<file path="src/rtl/decode_stage_if.sv">
// Handshake and writeback bundle between the fetch buffer, decode_stage and the ALU/regfile read stage.
// master = upstream/downstream environment, slave = the decode stage itself.
interface decode_stage_if #(
  parameter int XLEN   = 32,
  parameter int OP_W   = 3,
  parameter int REG_AW = 5
);
  logic              in_valid;
  logic              in_ready;
  logic [XLEN-1:0]   instr;
  logic              flush;
  logic              wb_valid;
  logic [REG_AW-1:0] wb_rd;
  logic              out_valid;
  logic              out_ready;
  logic [OP_W-1:0]   ALUop;
  logic [REG_AW-1:0] rs1;
  logic [REG_AW-1:0] rs2;
  logic [REG_AW-1:0] rd;
  logic [XLEN-1:0]   imm;
  logic              isImmediate;

  modport master (
    output in_valid, instr, flush, wb_valid, wb_rd, out_ready,
    input  in_ready, out_valid, ALUop, rs1, rs2, rd, imm, isImmediate
  );

  modport slave (
    input  in_valid, instr, flush, wb_valid, wb_rd, out_ready,
    output in_ready, out_valid, ALUop, rs1, rs2, rd, imm, isImmediate
  );
endinterface

</file>
<file path="src/rtl/decode_stage.sv">
// Registered instruction-decode stage with a per-register busy scoreboard that
// holds RAW-dependent instructions at the input until the producer writes back.
module decode_stage #(
  parameter int XLEN       = 32,
  parameter int OP_W       = 3,
  parameter int REG_AW     = 5,
  parameter int IMM_W      = 5,
  parameter int SIGN_EXT   = 0,
  parameter int IMM_OP_MIN = 6
) (
  input  logic          clk,
  input  logic          rst_n,
  decode_stage_if.slave bus
);
  localparam int NREG   = 2 ** REG_AW;
  localparam int RS1_HI = XLEN - OP_W - 1;
  localparam int RS2_HI = RS1_HI - REG_AW;
  localparam int RD_HI  = RS2_HI - REG_AW;
  localparam logic [31:0] IMM_MIN_U = IMM_OP_MIN;

  generate
    if (OP_W + 3 * REG_AW + IMM_W > XLEN) begin : g_bad_layout
      $error("decode_stage: OP_W + 3*REG_AW + IMM_W exceeds XLEN");
    end
  endgenerate

  logic [NREG-1:0]   busy_q, busy_d;
  logic              out_valid_q, out_valid_d;
  logic [OP_W-1:0]   alu_op_q, alu_op_d;
  logic [REG_AW-1:0] rs1_q, rs1_d;
  logic [REG_AW-1:0] rs2_q, rs2_d;
  logic [REG_AW-1:0] rd_q, rd_d;
  logic [XLEN-1:0]   imm_q, imm_d;
  logic              is_imm_q, is_imm_d;

  logic [OP_W-1:0]   dec_op;
  logic [REG_AW-1:0] dec_rs1, dec_rs2, dec_rd;
  logic [XLEN-1:0]   dec_imm;
  logic              dec_imm_form;
  logic              ext_bit;
  logic              rs1_busy, rs2_busy, hazard, in_ready, accept;

  always_comb begin
    dec_op       = bus.instr[XLEN-1 -: OP_W];
    dec_rs1      = bus.instr[RS1_HI -: REG_AW];
    dec_rs2      = bus.instr[RS2_HI -: REG_AW];
    dec_rd       = bus.instr[RD_HI -: REG_AW];
    ext_bit      = (SIGN_EXT != 0) ? bus.instr[IMM_W-1] : 1'b0;
    dec_imm      = {{(XLEN-IMM_W){ext_bit}}, bus.instr[IMM_W-1:0]};
    dec_imm_form = (32'(dec_op) >= IMM_MIN_U);

    // A writeback landing this cycle releases its register for the incoming instruction.
    rs1_busy = busy_q[dec_rs1] & ~(bus.wb_valid & (bus.wb_rd == dec_rs1));
    rs2_busy = busy_q[dec_rs2] & ~(bus.wb_valid & (bus.wb_rd == dec_rs2));
    hazard   = rs1_busy | (~dec_imm_form & rs2_busy);
    in_ready = ~bus.flush & ~hazard & (~out_valid_q | bus.out_ready);
    accept   = bus.in_valid & in_ready;
  end

  always_comb begin
    busy_d      = busy_q;
    out_valid_d = out_valid_q;
    alu_op_d    = alu_op_q;
    rs1_d       = rs1_q;
    rs2_d       = rs2_q;
    rd_d        = rd_q;
    imm_d       = imm_q;
    is_imm_d    = is_imm_q;

    if (bus.flush) begin
      busy_d      = '0;
      out_valid_d = 1'b0;
    end else begin
      if (bus.wb_valid) begin
        busy_d[bus.wb_rd] = 1'b0;
      end
      // Set after clear: a new producer of the same register owns it.
      if (accept && (dec_rd != '0)) begin
        busy_d[dec_rd] = 1'b1;
      end
      if (accept) begin
        out_valid_d = 1'b1;
        alu_op_d    = dec_op;
        rs1_d       = dec_rs1;
        rs2_d       = dec_rs2;
        rd_d        = dec_rd;
        imm_d       = dec_imm;
        is_imm_d    = dec_imm_form;
      end else if (bus.out_ready) begin
        out_valid_d = 1'b0;
      end
    end
    busy_d[0] = 1'b0;
  end

  always_ff @(posedge clk or negedge rst_n) begin
    if (!rst_n) begin
      busy_q      <= '0;
      out_valid_q <= 1'b0;
      alu_op_q    <= '0;
      rs1_q       <= '0;
      rs2_q       <= '0;
      rd_q        <= '0;
      imm_q       <= '0;
      is_imm_q    <= 1'b0;
    end else begin
      busy_q      <= busy_d;
      out_valid_q <= out_valid_d;
      alu_op_q    <= alu_op_d;
      rs1_q       <= rs1_d;
      rs2_q       <= rs2_d;
      rd_q        <= rd_d;
      imm_q       <= imm_d;
      is_imm_q    <= is_imm_d;
    end
  end

  assign bus.in_ready    = in_ready;
  assign bus.out_valid   = out_valid_q;
  assign bus.ALUop       = alu_op_q;
  assign bus.rs1         = rs1_q;
  assign bus.rs2         = rs2_q;
  assign bus.rd          = rd_q;
  assign bus.imm         = imm_q;
  assign bus.isImmediate = is_imm_q;
endmodule

</file>
<file path="src/flat_wrapper.sv">
// flat-port wrapper written by rule: the top's interface ports become plain ports
module decode_stage_flat 
#(
  parameter int XLEN       = 32,
  parameter int OP_W       = 3,
  parameter int REG_AW     = 5,
  parameter int IMM_W      = 5,
  parameter int SIGN_EXT   = 0,
  parameter int IMM_OP_MIN = 6
)
  (clk, rst_n, bus_in_valid, bus_instr, bus_flush, bus_wb_valid, bus_wb_rd, bus_out_ready, bus_in_ready, bus_out_valid, bus_ALUop, bus_rs1, bus_rs2, bus_rd, bus_imm, bus_isImmediate);
  decode_stage_if #(.XLEN(XLEN), .OP_W(OP_W), .REG_AW(REG_AW)) bus_i ();
  input  logic clk;
  input  logic rst_n;
  input wire logic [$bits(bus_i.in_valid)-1:0] bus_in_valid;
  input wire logic [$bits(bus_i.instr)-1:0] bus_instr;
  input wire logic [$bits(bus_i.flush)-1:0] bus_flush;
  input wire logic [$bits(bus_i.wb_valid)-1:0] bus_wb_valid;
  input wire logic [$bits(bus_i.wb_rd)-1:0] bus_wb_rd;
  input wire logic [$bits(bus_i.out_ready)-1:0] bus_out_ready;
  output wire logic [$bits(bus_i.in_ready)-1:0] bus_in_ready;
  output wire logic [$bits(bus_i.out_valid)-1:0] bus_out_valid;
  output wire logic [$bits(bus_i.ALUop)-1:0] bus_ALUop;
  output wire logic [$bits(bus_i.rs1)-1:0] bus_rs1;
  output wire logic [$bits(bus_i.rs2)-1:0] bus_rs2;
  output wire logic [$bits(bus_i.rd)-1:0] bus_rd;
  output wire logic [$bits(bus_i.imm)-1:0] bus_imm;
  output wire logic [$bits(bus_i.isImmediate)-1:0] bus_isImmediate;
  assign bus_i.in_valid = bus_in_valid;
  assign bus_i.instr = bus_instr;
  assign bus_i.flush = bus_flush;
  assign bus_i.wb_valid = bus_wb_valid;
  assign bus_i.wb_rd = bus_wb_rd;
  assign bus_i.out_ready = bus_out_ready;
  assign bus_in_ready = bus_i.in_ready;
  assign bus_out_valid = bus_i.out_valid;
  assign bus_ALUop = bus_i.ALUop;
  assign bus_rs1 = bus_i.rs1;
  assign bus_rs2 = bus_i.rs2;
  assign bus_rd = bus_i.rd;
  assign bus_imm = bus_i.imm;
  assign bus_isImmediate = bus_i.isImmediate;
  decode_stage #(.XLEN(XLEN), .OP_W(OP_W), .REG_AW(REG_AW), .IMM_W(IMM_W), .SIGN_EXT(SIGN_EXT), .IMM_OP_MIN(IMM_OP_MIN)) u_core (.clk(clk), .rst_n(rst_n), .bus(bus_i));
endmodule
</file>
<file path="config.mk">
export PLATFORM = sky130hd
export DESIGN_NAME = decode_stage_flat
export DESIGN_NICKNAME = d
export VERILOG_FILES = /design/src/rtl/decode_stage_if.sv /design/src/rtl/decode_stage.sv /design/src/flat_wrapper.sv
export SDC_FILE = /design/constraint.sdc
export NUM_CORES = 1
export LEC_CHECK = 0
export BUFFER_PORTS_ARGS = -buffer_cell sky130_fd_sc_hd__buf_2
export CAP_MARGIN = 5
export CORE_MARGIN = 4
export CORE_UTILIZATION = 57
export DETAILED_ROUTE_END_ITERATION = 6
export MAX_ROUTING_LAYER = met4
export PLACE_DENSITY = 0.86
export SLEW_MARGIN = 20
export SYNTH_ARGS = -nofsm -noshare
export SYNTH_HDL_FRONTEND = slang
export SYNTH_SLANG_ARGS = --single-unit
</file>
<file path="constraint.sdc">
create_clock -name clk -period 4.8 [get_ports clk]
set_input_delay 0 -clock clk [delete_from_list [all_inputs] [get_ports clk]]
set_output_delay 0 -clock clk [all_outputs]
set_load 0.01 [all_outputs]
</file>
==> After elaboration in Yosys (flattened, before gate mapping) <==
Index checks and enable logic that the tools add are counted.
Widths: inputs -> output; s select.
{ "totals": {"output_inout_bits": 53, "reg_bits": 56, "inputBits": 43} }
{ "op_classes": {"reduce_logical": 6, "mux": 15, "bitwise": 19, "order_cmp": 7, "eq_ne": 2} }
{ "ops": {"columns": ["operator", "count"], "rows": [
  ["$mux 32", 4],
  ["$and 32x32->32", 1],
  ["$not 32->32", 1],
  ["$or 32x32->32", 1],
  ["$lt 5x6->1 const B", 4],
  ["$bmux 1 s5", 2],
  ["$demux 1 s5", 2],
  ["$eq 5x5->1", 2],
  ["$ge 5x1->1 const B", 2],
  ["$and 1x1->1", 8],
  ["$mux 1", 7],
  ["$not 1->1", 6],
  ["$reduce_bool 5->1", 1],
  ["$ge 3x3->1 const B", 1],
  ["$logic_and 1x1->1", 3],
  ["$reduce_bool 3->1", 1],
  ["$or 1x1->1", 2],
  ["$reduce_and 2->1", 1]
]} }

==> Depth between registers and ports, before layout <==
{ "logic_depth": {"depth_word": 13, "depth_mapped": 9} }

==> Worst setup path before layout <==
Ideal clock, no wire load.
{ "synth_timing": {"path_kind": "register to register", "from": "register u_core.busy_q[5]", "to": "register u_core.rs1_q[3], in the netlist u_core.bus.rs1[3]", "slack_ns": 2.503, "t_arrival_ns": 2.170, "path_stages_with_launch": 8, "path_buffers": 1, "synth_period_minus_slack_ns": 2.297, "cell_sequence": "dfrtp_1 mux4_1 mux2_2 or3_1 o2111ai_2 nand3_4 buf_6 mux2_1"} }
{ "synth_via": {"elab_chain_cells": 10, "word_cells_on_any_way": 13, "classes_between": "4 x mux; 8 x bitwise; 1 x reduce/logical"} }
{ "synth_lines": {"columns": ["element", "line_no", "rtl"], "rows": [
  ["start, declared", "decode_stage.sv:27", "logic [NREG-1:0] busy_q, busy_d;"],
  ["start signal, assigned", "decode_stage.sv:107", "busy_q <= busy_d;"],
  ["$bmux 1 s5", "decode_stage.sv:54", "rs2_busy = busy_q[dec_rs2] & ~(bus.wb_valid & (bus.wb_rd == dec_rs2));"],
  ["$mux 1 (not written as such)", "decode_stage.sv:54", null],
  ["$and 1x1->1", "decode_stage.sv:54", null],
  ["$and 1x1->1", "decode_stage.sv:55", "hazard = rs1_busy | (~dec_imm_form & rs2_busy);"],
  ["$or 1x1->1 (*)", "decode_stage.sv:55", null],
  ["$not 1->1 (*)", "decode_stage.sv:56", "in_ready = ~bus.flush & ~hazard & (~out_valid_q | bus.out_ready);"],
  ["$and 1x1->1 (*) (2 in a row)", "decode_stage.sv:56", null],
  ["$and 1x1->1 (*)", "decode_stage.sv:57", "accept = bus.in_valid & in_ready;"],
  ["$reduce_and 2->1 (no source line) (*)", null, null],
  ["end signal, assigned", "decode_stage.sv:110", "rs1_q <= rs1_d;"],
  ["end, declared", "decode_stage.sv:30", "logic [REG_AW-1:0] rs1_q, rs1_d;"]
]} }
Mark *: on every way between the ends. The rest lies on a longest branch, timed or not. The select of a mux whose other input is x is not followed.
A chain may end at the register's enable or synchronous reset.

==> Worst setup path in the final report <==
{ "layout_timing": {"from": "register u_core.busy_q[5]", "to": "register u_core.busy_q[14]"} }
{ "layout_via": {"elab_chain_cells": 12, "word_cells_on_any_way": 15, "classes_between": "6 x mux; 8 x bitwise; 1 x reduce/logical"} }
{ "layout_lines": {"columns": ["element", "line_no", "rtl"], "rows": [
  ["$bmux 1 s5", "decode_stage.sv:54", null],
  ["$mux 1 (not written as such)", "decode_stage.sv:54", null],
  ["$and 1x1->1", "decode_stage.sv:54", null],
  ["$and 1x1->1", "decode_stage.sv:55", null],
  ["$or 1x1->1 (*)", "decode_stage.sv:55", null],
  ["$not 1->1 (*)", "decode_stage.sv:56", null],
  ["$and 1x1->1 (*) (2 in a row)", "decode_stage.sv:56", null],
  ["$and 1x1->1 (*)", "decode_stage.sv:57", null],
  ["$logic_and 1x1->1 (*)", "decode_stage.sv:78", "if (accept && (dec_rd != '0)) begin"],
  ["$mux 32 (*)", "decode_stage.sv:78", null],
  ["$mux 32 (*)", "decode_stage.sv:70", "if (bus.flush) begin"],
  ["via u_core.busy_d[14]", "decode_stage.sv:27", null]
]} }
Mark *: on every way through the listed nets, which the timed path passes. The rest lies on a longest branch. The select of a mux whose other input is x is not followed.

==> flow_summary_export.csv <==
group,metric,value,unit
logic_synthesis,synth_area,0.00349,sq mm
power_and_ir_drop,p_clk_share,24.5,%
power_and_ir_drop,power.net_switching,0.338,mW
critical_path,critical_path_class,"reg2reg",
floorplanning,core.rowCount,28,
critical_path,rr_worst_depth,6,
floorplanning,core-area,0.00592,sq mm
logic_synthesis,ys_async_sr_fraction,100,%
clock_tree,post-cts-setup-buffers,0,
final_layout,drive_gt1_share,27.7,%
grt,grt.total_usage,26.2,%
critical_path,cp.required,4.99,ns
grt,grt_pass1_vias,2846,
drt,ant_nets,0,
grt,antenna_found_initial,0,
floorplanning,start_util,58.9,%
timing,fmax,335,MHz
power_and_ir_drop,p_leak,1.74,nW
drt,drc_errors,0,
clock_tree,clkSlewWorstSetupHoldPaths,0.10,ns
final_layout,final_cell_mix,"buf_2 (59), dfrtp_1 (56), nand2_1 (30)",
timing,fin_crit_sh,62.1,%
power_and_ir_drop,powerDensity,280,mW/mm^2
power_and_ir_drop,swShare,30.7,%
power_and_ir_drop,ir_drop,0.000158,V
final_layout,n_antenna_cell,0,
floorplanning,die_area,0.00744,sq mm
flow_run,cap_viol_max_count,0,
place,numPortBuffers,59,
critical_path,cp_slowest_cell,"nand2_1",
timing,maxSlewViolCount,0,
floorplanning,ios,96,
grt,grt_pass1_wl,14800,um
logic_synthesis,yosysUniqueCellTypes,41,
clock_tree,cts_tree,"built",
clock_tree,holdBufCountCts,17,
critical_path,arrival,3.18,ns
logic_synthesis,synthCells,330,
critical_path,reg2reg_setup_slack,1.82,ns
drt,wire_per_inst,19.9,um
clock_tree,post_cts_resized,0,
power_and_ir_drop,p_comb_share,25.4,%
grt,grt-ovfl-total,0,
floorplanning,die_h,86.2,um
timing,skew,0.0118,ns
timing,rsz0062_at_grt,"no",
critical_path,worstReg2RegEnd,"u_core.busy_q[14]",
drt,firstDrtPassIters,5,
place,gp_congestion,0.922,
power_and_ir_drop,power,1.10,mW
logic_synthesis,ys.flop_type,"dfrtp_1",
drt,drtIter0Drc,402,
logic_synthesis,synth_top_cell_area_share,40.2,%
drt,finalWirelength,9330,um
logic_synthesis,yosysTopAreaCell,"dfrtp_1",
timing,tns,0,ns
logic_synthesis,synth_edf_count,0,
hold_path,hold_path_class,"in2reg",
timing,period_needed,2.98,ns
critical_path,cp-end-kind,"flip-flop",
timing,finalSetupViolations,0,
critical_path,timing.rr.start,"u_core.busy_q[5]",
final_layout,final_common_cell,"buf_2",
floorplanning,dieWidth,86.2,um
clock_tree,worstSkewPairLatency,0.32,ns
timing,worst_pin_slew,0.999,ns
critical_path,cp-start-kind,"flip-flop",
outcome,status,"finished clean",
final_layout,syn_to_final_growth,12.7,%
critical_path,max_stage_delay,0.65,ns
critical_path,crit_path_start,"u_core.busy_q[5]",
critical_path,critPathCapture,"u_core.busy_q[14]",
place,hpwl,6230,um
power_and_ir_drop,power_frac_seq,50.1,%
logic_synthesis,syn_area_per_cell,10.6,sq um
logic_synthesis,yosys_warnings,0,
logic_synthesis,ys_ff_latch,56,
clock_tree,htreeDepth,2,
critical_path,worstPathCellList,"mux4_1, mux2_2, or3_1, o2111ai_2, nand2_1, o31ai_1",
timing,hold_viol,0,
clock_tree,max-clock-path-buffers,2,
power_and_ir_drop,p_int,0.763,mW
drt,vias,2911,
clock_tree,clkSinkCount,56,
clock_tree,numCtsBuffers,5,
critical_path,cp_max_fo,29,
drt,via_per_inst,6.22,
clock_tree,cts-root-buf,"clkbuf_8",
logic_synthesis,synth_sequential_area_ratio,40.2,%
final_layout,post-route-util,66.4,%
logic_synthesis,synth_area_leaders,"dfrtp_1 (40%), mux2_2 (8.4%), mux4_2 (6.5%)",
timing,max_slew_margin,33.2,%
grt,grt_max_degree,57,
final_layout,nets,436,
==> cells by family after synthesis <==
family | count (synthesis) | synth area share [%]
buffers and inverters | 54 | 9.72
AOI/OAI and AO/OA | 58 | 11.8
and+or+nand+nor | 101 | 16.4
xor gates and xnor gates | 10 | 2.51
other | 1 | 0.108
DFF | 56 | 40.2
muxes | 50 | 19.4
==> stage by stage <==
stage                     worst slack, ns  instance area [sq um]  instances  hold WS [ns]
final                                1.82                   3930        468       0.00749
after global routing                 1.70                   3930        468        0.0249
after CTS                            1.85                   3930        468       0.00149
after detailed placement             1.88                   3670        444         0.191
after global placement               2.06                   3670        444         0.177
after floorplan                      2.50                   3590        356        -0.296
==> routing by layer <==
| layer | up-vias | global-route usage [%] | share of wire (%) |
|---|---|---|---|
| met5 | - | - | 0 |
| met4 | 0 | 7.79 | 2.6 |
| met3 | 33 | 4.75 | 9.8 |
| met2 | 195 | 42.1 | 49 |
| met1 | 1413 | 34.2 | 39 |
| li1 | 1270 | - | - |
==> cells in the mapped netlist, drive strengths merged, types with 9 or more instances <==
master and instances:
mux2 27, nand2 30, dfrtp 56, nor2b 18, o31ai 28, mux4 11, nand3b 22, buf 36
nor2 9, o21ai 18, mux2i 12, clkbuf 11
==> power groups by stage <==
stage / Clock [mW] / Sequential (mW) / Combinational [mW]
3_5_place_dp: 0 / 0.561 / 0.266
6_report: 0.269 / 0.552 / 0.280
5_1_grt: 0.290 / 0.559 / 0.300
2_1_floorplan: 0 / 0.589 / 0.145
3_3_place_gp: 0 / 0.557 / 0.258
4_1_cts: 0.272 / 0.552 / 0.277
==> critical path: cells and delay by family (launching register included) <==
family / cells / cell delay [ns]
DFF: 1 / 0.42
AOI/OAI and AO/OA: 2 / 0.68
muxes: 2 / 0.78
and+or+nand+nor: 2 / 0.99
==> state kept, by name (all words and copies together), names as in the netlist <==
signal,count
u_core.bus.ALUop,3
u_core.bus.isImmediate,1
u_core.bus.rd,5
u_core.bus.rs1,5
u_core.bus.rs2,5
u_core.bus.imm,5
u_core.bus.out_valid,1
u_core.busy_q,31
==> final cells by class <==
cell class | count | area (sq um)
repair buffers | 77 | 473
well taps | 75 | 93.8
flip-flops and latches | 56 | 1400
fillers | 449 | 1990
multi-input cells | 246 | 1850
clock inverters | 1 | 8.76
clock buffers | 6 | 82.6
inverters | 7 | 26.3
==> worst min-delay path by stage <==
stage	startpoint	endpoint	slack, ns	depth (start not counted)
after floorplan	rst_n	u_core.bus.ALUop[0]	-0.30	0
after global placement	rst_n	u_core.bus.rd[3]	0.18	2
after detailed placement	rst_n	u_core.bus.rd[3]	0.19	2
after CTS	bus_instr[21]	u_core.bus.rs2[2]	0.001	2
after global routing	bus_instr[27]	u_core.bus.rs1[3]	0.02	2
final	bus_instr[21]	u_core.bus.rs2[2]	0.007	2
Power figures use the tool's default switching activity.
